`src/rtl/board_cursor_ctrl.sv`:
```
// Button-driven cursor/selection controller for the 8x8 board view with redraw handshake.
// Optional macro CURSOR_WRAP_EN: cursor wraps at the board edges instead of saturating.
module board_cursor_ctrl #(
  parameter int unsigned DEBOUNCE = 1000000,
  parameter int unsigned DB_W     = 20
) (
  input  logic       clk,
  input  logic       resetn,
  input  logic [4:0] btn,
  input  logic       draw_done,
  output logic [2:0] cursor_x,
  output logic [2:0] cursor_y,
  output logic [2:0] src_x,
  output logic [2:0] src_y,
  output logic       src_valid,
  output logic [2:0] dst_x,
  output logic [2:0] dst_y,
  output logic       moved,
  output logic       busy,
  output logic       now_player_white
);

  localparam int unsigned N_BTN = 5;
  localparam logic [DB_W-1:0] DB_MAX  = DB_W'(DEBOUNCE);
  localparam logic [DB_W-1:0] DB_LAST = DB_W'(DEBOUNCE - 1);

  typedef enum logic [1:0] {
    S_IDLE      = 2'd0,
    S_SRC       = 2'd1,
    S_MOVE      = 2'd2,
    S_WAIT_DRAW = 2'd3
  } state_t;

  state_t state, state_nxt;

  logic [N_BTN-1:0] sync1, sync2, ev;
  logic [DB_W-1:0]  cnt [N_BTN];

  logic [2:0] cx_nxt, cy_nxt, sx_nxt, sy_nxt, dx_nxt, dy_nxt;
  logic       sv_nxt, moved_nxt, busy_nxt, pw_nxt;
  logic [2:0] x_dec, x_inc, y_dec, y_inc;

  // Synchronise, debounce, and register a single-cycle press event per button
  always_ff @(posedge clk) begin
    if (!resetn) begin
      sync1 <= '0;
      sync2 <= '0;
      ev    <= '0;
      for (int i = 0; i < int'(N_BTN); i++) cnt[i] <= '0;
    end else begin
      sync1 <= btn;
      sync2 <= sync1;
      for (int i = 0; i < int'(N_BTN); i++) begin
        ev[i] <= sync2[i] && (cnt[i] == DB_LAST);
        if (!sync2[i])
          cnt[i] <= '0;
        else if (cnt[i] != DB_MAX)
          cnt[i] <= cnt[i] + DB_W'(1);
      end
    end
  end

`ifdef CURSOR_WRAP_EN
  assign x_dec = cursor_x - 3'd1;
  assign x_inc = cursor_x + 3'd1;
  assign y_dec = cursor_y - 3'd1;
  assign y_inc = cursor_y + 3'd1;
`else
  assign x_dec = (cursor_x == 3'd0) ? 3'd0 : cursor_x - 3'd1;
  assign x_inc = (cursor_x == 3'd7) ? 3'd7 : cursor_x + 3'd1;
  assign y_dec = (cursor_y == 3'd0) ? 3'd0 : cursor_y - 3'd1;
  assign y_inc = (cursor_y == 3'd7) ? 3'd7 : cursor_y + 3'd1;
`endif

  always_ff @(posedge clk) begin
    if (!resetn) begin
      state            <= S_IDLE;
      cursor_x         <= '0;
      cursor_y         <= '0;
      src_x            <= '0;
      src_y            <= '0;
      src_valid        <= 1'b0;
      dst_x            <= '0;
      dst_y            <= '0;
      moved            <= 1'b0;
      busy             <= 1'b0;
      now_player_white <= 1'b0;
    end else begin
      state            <= state_nxt;
      cursor_x         <= cx_nxt;
      cursor_y         <= cy_nxt;
      src_x            <= sx_nxt;
      src_y            <= sy_nxt;
      src_valid        <= sv_nxt;
      dst_x            <= dx_nxt;
      dst_y            <= dy_nxt;
      moved            <= moved_nxt;
      busy             <= busy_nxt;
      now_player_white <= pw_nxt;
    end
  end

  // Next state; one event per cycle with select > up > down > left > right
  always_comb begin
    state_nxt = state;
    cx_nxt    = cursor_x;
    cy_nxt    = cursor_y;
    sx_nxt    = src_x;
    sy_nxt    = src_y;
    sv_nxt    = src_valid;
    dx_nxt    = dst_x;
    dy_nxt    = dst_y;
    pw_nxt    = now_player_white;
    case (state)
      S_IDLE, S_SRC: begin
        if (ev[0]) begin
          if (state == S_IDLE) begin
            sx_nxt    = cursor_x;
            sy_nxt    = cursor_y;
            sv_nxt    = 1'b1;
            state_nxt = S_SRC;
          end else if (cursor_x == src_x && cursor_y == src_y) begin
            sv_nxt    = 1'b0;
            state_nxt = S_IDLE;
          end else begin
            dx_nxt    = cursor_x;
            dy_nxt    = cursor_y;
            state_nxt = S_MOVE;
          end
        end else if (ev[1]) begin
          cy_nxt = y_dec;
        end else if (ev[2]) begin
          cy_nxt = y_inc;
        end else if (ev[3]) begin
          cx_nxt = x_dec;
        end else if (ev[4]) begin
          cx_nxt = x_inc;
        end
      end
      S_MOVE: state_nxt = S_WAIT_DRAW;
      S_WAIT_DRAW: begin
        if (draw_done) begin
          pw_nxt    = ~now_player_white;
          sv_nxt    = 1'b0;
          state_nxt = S_IDLE;
        end
      end
      default: state_nxt = S_IDLE;
    endcase
    // Outputs registered from the upcoming state so they align with it
    moved_nxt = (state_nxt == S_MOVE);
    busy_nxt  = (state_nxt == S_MOVE) || (state_nxt == S_WAIT_DRAW);
  end

endmodule
```
`config.mk`:
```
export PLATFORM = sky130hd
export DESIGN_NAME = board_cursor_ctrl
export DESIGN_NICKNAME = d
export VERILOG_FILES = /design/src/rtl/board_cursor_ctrl.sv
export SDC_FILE = /design/constraint.sdc
export NUM_CORES = 1
export LEC_CHECK = 0
export ABC_AREA = 1
export CORE_MARGIN = 2
export CORE_UTILIZATION = 60
export DETAILED_ROUTE_END_ITERATION = 7
export GPL_TIMING_DRIVEN = 0
export HOLD_SLACK_MARGIN = 0.06
export PLACE_DENSITY_LB_ADDON = 0.05
export SLEW_MARGIN = 40
export SYNTH_ARGS = -nofsm -noshare
export SYNTH_HDL_FRONTEND = slang
export SYNTH_SLANG_ARGS = --single-unit
```
`constraint.sdc`:
```
create_clock -name clk -period 3.3 [get_ports clk]
set_clock_uncertainty 0.2 [all_clocks]
set_input_delay 0.66 -clock clk [delete_from_list [all_inputs] [get_ports clk]]
set_output_delay 0.66 -clock clk [all_outputs]
set_load 0.05 [all_outputs]
```
Word level (Yosys, flattened, before mapping):

Memories as Yosys holds them, arrays and structs flattened.
Cells that the tools add are included.

* input bits: 8
* bits in writable memories: 100
* memories: 1
* register bits: 39

Memories
* cnt: words 5, width 20, read ports 5, clocked after memory_dff 0, write ports 5, RTL line 37 `logic [DB_W-1:0] cnt [N_BTN];`

* equality and inequality tests: 22
* add/sub/neg operators: 9
* reduce and logical (&&, ||, !) cells: 20
* bitwise gates (word level): 16
* multiplexer cells: 64

Operators with widths (number)
* 2-to-1 mux 20 bit: 10
* adder 20 x 1 -> 20 bit, second input constant: 5
* == test 20 bit, second input constant: 5
* != test 20 bit, second input constant: 5
* 2-to-1 mux 1 bit: 40
* 2-to-1 mux 3 bit: 8
* bitwise OR 1 bit: 10
* == test 2 bit, second input constant: 4
* 2-to-1 mux 2 bit: 4
* AND reduction 4 bit: 2
* adder 3 x 1 -> 3 bit, second input constant: 2
* == test 3 bit: 2
* == test 3 bit, second input constant: 2
* logical AND 1 bit: 6
* logical NOT 3 bit: 2
* inverter 1 bit: 6
* case mux 2 bit (3 select lines): 1
* AND reduction 3 bit: 2
* nonzero test 2 bit: 3
* subtractor 3 x 1 -> 3 bit, second input constant: 2
* AND reduction 5 bit: 1
* != test 2 bit, second input constant: 2
* != test 3 bit, second input constant: 1
* == test 2 x 1 -> 1 bit, second input constant: 1
* other kinds (5): 5

Longest topological paths before layout:

* depth in word-level cells: 8
* mapped depth: 12
* gate-level depth less buffers: 12

Least setup slack after synthesis:

No wires, ideal clock.

* kind: register to register
* start point: mem cnt[3][0]
* end point: mem cnt[3][0], enable pin
* library setup time: 0.453 ns
* slack: 0.779 ns
* data arrival time: 1.869 ns
* cell stages (with the launch flop): 9
* required time: 2.647 ns
* clock period less this slack: 2.521 ns
* cell sequence: edfxtp_1 inv_1 ha_1 nand4_1 nor4_1 nand3_1 nand2_2 buf_2 nand3_1

RTL lines (RTL line)
* start, declared: 37

==> run_summary.xml <==
<?xml version="1.0" encoding="UTF-8"?>
<metrics>
  <group name="cts">
    <metric name="clock_sinks" unit="">138</metric>
    <metric name="cts-buffers-inserted" unit="">17</metric>
    <metric name="clock_tree.root_cell" unit="">sky130_fd_sc_hd__clkbuf_16</metric>
    <metric name="cts_max_path_buffers" unit="">2</metric>
    <metric name="post_cts_buffers" unit="">0</metric>
    <metric name="holdBufCountCts" unit="">0</metric>
    <metric name="number_of_h_tree_levels" unit="">4</metric>
    <metric name="ctsResizeCount" unit="">0</metric>
    <metric name="tritoncts" unit="">done</metric>
    <metric name="clock_insertion_delay_at_the_later_pin_of_the_skew_report" unit="ns">0.42</metric>
    <metric name="cts.clk_slew.worst_paths" unit="ns">0.06</metric>
  </group>
  <group name="floorplanning">
    <metric name="fp.dieH" unit="µm">117</metric>
    <metric name="die_x" unit="µm">117</metric>
    <metric name="io_pins" unit="">30</metric>
    <metric name="start_util" unit="%">61.4</metric>
    <metric name="core_region_area" unit="mm²">0.0126</metric>
    <metric name="die_area" unit="mm²">0.0138</metric>
    <metric name="row_count" unit="">41</metric>
  </group>
  <group name="final_layout">
    <metric name="count_of_nets_after_finishing" unit="">1005</metric>
    <metric name="highest_count_cells_in_the_layout_ignoring_fill_and_taps" unit="">sky130_fd_sc_hd__nand2_1 (187), sky130_fd_sc_hd__inv_1 (135), sky130_fd_sc_hd__nor2_1 (115)</metric>
    <metric name="layout_commonest_cell" unit="">sky130_fd_sc_hd__nand2_1</metric>
    <metric name="fillers" unit="">1010</metric>
    <metric name="area.growth.synth_to_final" unit="%">14.1</metric>
    <metric name="final_cells" unit="">1164</metric>
    <metric name="antennaDiodeCount" unit="">0</metric>
    <metric name="final_core_utilization" unit="%">70.1</metric>
    <metric name="post_route_cells_drive_above_1_share" unit="%">9.78</metric>
  </group>
  <group name="setup_path">
    <metric name="cp-start-kind" unit="">input pin</metric>
    <metric name="worst-setup-path-type" unit="">input pin to flip-flop</metric>
    <metric name="cp_data_required_time" unit="ns">3.09</metric>
    <metric name="timing.critical_path.arrival" unit="ns">2.97</metric>
    <metric name="crit_path_max_fanout" unit="">20</metric>
    <metric name="crit_path_end_kind" unit="">flip-flop</metric>
  </group>
  <group name="global_route">
    <metric name="grt_busiest_layer" unit="">met2</metric>
    <metric name="via_count_of_the_first_global_routing_pass" unit="">5951</metric>
    <metric name="global_route.usage.total" unit="%">24.0</metric>
    <metric name="grt_antenna_before_repair" unit="">0</metric>
    <metric name="global_route.usage.met2" unit="%">39.5</metric>
    <metric name="groute.layer.met3.usage" unit="%">4.86</metric>
    <metric name="grt_use_met1" unit="%">30.9</metric>
    <metric name="largest_net_degree_at_the_start_of_global_routing" unit="">21</metric>
    <metric name="grt_first_pass_wirelength" unit="mm">27.2</metric>
    <metric name="grt-ovfl-total" unit="">0</metric>
  </group>
  <group name="logic_synthesis">
    <metric name="syn_nets" unit="">957</metric>
    <metric name="synth.cell_area" unit="mm²">0.00772</metric>
    <metric name="yosys_register_bits" unit="">138</metric>
    <metric name="synthesis.yosys.warnings" unit="">0</metric>
    <metric name="synthDistinctLibCells" unit="">36</metric>
    <metric name="ys_seq_area_share" unit="%">48.7</metric>
    <metric name="postSynthCellCount" unit="">931</metric>
    <metric name="yosys_most_used_dff" unit="">sky130_fd_sc_hd__edfxtp_1</metric>
    <metric name="post_synthesis_average_cell_area" unit="µm²">8.29</metric>
    <metric name="synth-edff-count" unit="">100</metric>
    <metric name="async_reset_ff_share" unit="%">0</metric>
  </group>
  <group name="pwr">
    <metric name="leakage" unit="nW">3.19</metric>
    <metric name="seq_power_share" unit="%">50.2</metric>
    <metric name="pwr-share-clk" unit="%">46.9</metric>
    <metric name="pwrdens" unit="mW/mm²">437</metric>
    <metric name="totalPowerFinal" unit="mW">3.85</metric>
    <metric name="power.internal" unit="mW">3.02</metric>
    <metric name="comb_power_share" unit="%">3.0</metric>
    <metric name="power.ir.vdd_worst" unit="mV">0.300</metric>
    <metric name="p_sw" unit="mW">0.831</metric>
    <metric name="swShare" unit="%">21.6</metric>
  </group>
  <group name="timing">
    <metric name="rsz_0062_raised_after_global_routing" unit="">true</metric>
    <metric name="final_report_max_slew_violation_count" unit="">0</metric>
    <metric name="finalHoldViolCount" unit="">0</metric>
    <metric name="max_freq" unit="GHz">0.314</metric>
    <metric name="slew-limit-headroom" unit="%">50.5</metric>
    <metric name="final_hold_slack" unit="ns">0.209</metric>
    <metric name="layout_worst_path_cycle_share" unit="%">96.5</metric>
    <metric name="setup_violations" unit="">0</metric>
    <metric name="final.min_clock_period" unit="ns">3.18</metric>
    <metric name="max_slew.worst_pin.slew" unit="ns">0.743</metric>
  </group>
  <group name="routing">
    <metric name="routed-via-count" unit="">6352</metric>
    <metric name="routed_wl" unit="mm">16.0</metric>
    <metric name="route.detailed.drc" unit="">0</metric>
    <metric name="via_to_cell_ratio" unit="">5.46</metric>
    <metric name="drt_first_iter_violations" unit="">578</metric>
    <metric name="detailedRoute.firstPassIterationCount" unit="">5</metric>
    <metric name="avgRoutedWirePerCell" unit="µm">13.7</metric>
    <metric name="antenna_violating_nets_post_route" unit="">0</metric>
  </group>
  <group name="run">
    <metric name="drv_cap" unit="">0</metric>
  </group>
  <group name="placement">
    <metric name="post_place_cells" unit="">1132</metric>
    <metric name="gp_congestion" unit="">0.940</metric>
    <metric name="dpl.hpwl" unit="mm">11.4</metric>
    <metric name="port-buffer-count" unit="">29</metric>
  </group>
  <group name="min_path">
    <metric name="worst_hold_path_type" unit="">flip-flop to flip-flop</metric>
  </group>
  <group name="outcome">
    <metric name="outcome" unit="">complete, no violations</metric>
  </group>
</metrics>
-- kinds of logic (layout without fill, tap and decap cells) --
family                   count (synthesis)  in the layout  synth area share, %
AO/OA/AOI/OAI                           92             92                 6.19
XOR/XNOR                                33             33                 3.74
adder cells (fa/ha/maj)                 18             18                 2.92
buffers and inverters                  155            216                 7.71
flip-flops                             138            138                 48.7
AND/OR/NAND/NOR                        495            495                 30.7
-- path summary, 6_finish.rpt --
kind	startpoint	endpoint	slack, ns	cells after the start
max	resetn	cnt[3][5]	0.12	4
min	sync1[1]	sync2[1]	0.21	2
max reg2reg	cnt[3][0]	cnt[3][5]	0.58	8
min reg2reg	sync1[1]	sync2[1]	0.21	2
-- power by group through the flow --
stage,registers (mW),clock network (mW),logic [mW]
6_report,1.93,1.81,0.115
5_1_grt,1.94,1.91,0.130
4_1_cts,1.93,1.83,0.116
3_5_place_dp,1.97,0,0.115
3_3_place_gp,1.97,0,0.110
2_1_floorplan,1.96,0,0.0800
-- worst max-delay path, cell delays in order --
cell	delay (ns)
sky130_fd_sc_hd__clkdlybuf4s50_1	0.67
sky130_fd_sc_hd__clkbuf_1	0.39
sky130_fd_sc_hd__clkbuf_1	0.62
sky130_fd_sc_hd__nand3_2	0.63
-- area by class of cell --
| class | count | area (µm²) | share of cell area (%) |
|---|---|---|---|
| well taps | 172 | 215 | 2.44 |
| inverters | 139 | 522 | 5.92 |
| flip-flops and latches | 138 | 3760 | 42.7 |
| plain buffers | 16 | 73.8 | 0.838 |
| clock buffers | 17 | 425 | 4.83 |
| repair buffers | 29 | 290 | 3.29 |
| clock inverters | 15 | 134 | 1.52 |
| multi-input cells | 638 | 3390 | 38.4 |
-- state kept, by name (all words and copies together) (netlist names), 3 cells and up --
signal,count
dst_y,3
sync1,5
dst_x,3
ev,5
cursor_y,3
cursor_x,3
sync2,5
src_x,3
src_y,3
cnt,100
-- layer usage --
layer / up-vias / wire length, µm
met5: - / 0
met4: 0 / 368
met3: 32 / 756
met2: 180 / 7600
met1: 2954 / 7230
li1: 3186 / -
-- stage by stage --
step	worst slack, ns	area, µm²	setup TNS (ns)
3_5_place_dp	-0.331	8250	-32.60
6_report	0.116	8810	0
2_1_floorplan	0.779	7720	0
3_3_place_gp	-0.586	8230	-55.30
5_1_grt	-0.0945	8810	-8.55
4_1_cts	0.0978	8810	0
-- cell usage after synthesis (2+ instances only) --
cell	instances	area (µm²)
sky130_fd_sc_hd__a211oi_1	3	22.5
sky130_fd_sc_hd__a21oi_1	57	285
sky130_fd_sc_hd__a31oi_1	4	25.0
sky130_fd_sc_hd__buf_2	11	55.1
sky130_fd_sc_hd__clkbuf_1	5	18.8
sky130_fd_sc_hd__dfxtp_1	38	761
sky130_fd_sc_hd__edfxtp_1	100	3000
sky130_fd_sc_hd__ha_1	18	225
sky130_fd_sc_hd__inv_1	135	507
sky130_fd_sc_hd__inv_2	3	11.3
sky130_fd_sc_hd__nand2_1	187	702
sky130_fd_sc_hd__nand2_2	7	43.8
sky130_fd_sc_hd__nand3_1	53	265
sky130_fd_sc_hd__nand3_2	6	60.1
sky130_fd_sc_hd__nand3b_1	5	37.5
sky130_fd_sc_hd__nand4_1	27	169
sky130_fd_sc_hd__nand4_2	2	25.0
sky130_fd_sc_hd__nor2_1	115	432
sky130_fd_sc_hd__nor2_2	11	68.8
sky130_fd_sc_hd__nor2_4	6	67.6
sky130_fd_sc_hd__nor3_1	40	200
sky130_fd_sc_hd__nor3_2	7	70.1
sky130_fd_sc_hd__nor3_4	2	32.5
sky130_fd_sc_hd__nor3b_1	5	37.5
sky130_fd_sc_hd__nor4_1	11	68.8
sky130_fd_sc_hd__o21ai_0	25	125
sky130_fd_sc_hd__or2_0	3	18.8
sky130_fd_sc_hd__or2_2	6	37.5
sky130_fd_sc_hd__xnor2_1	8	70.1
sky130_fd_sc_hd__xor2_1	25	219
Power figures use the tool's default switching activity.
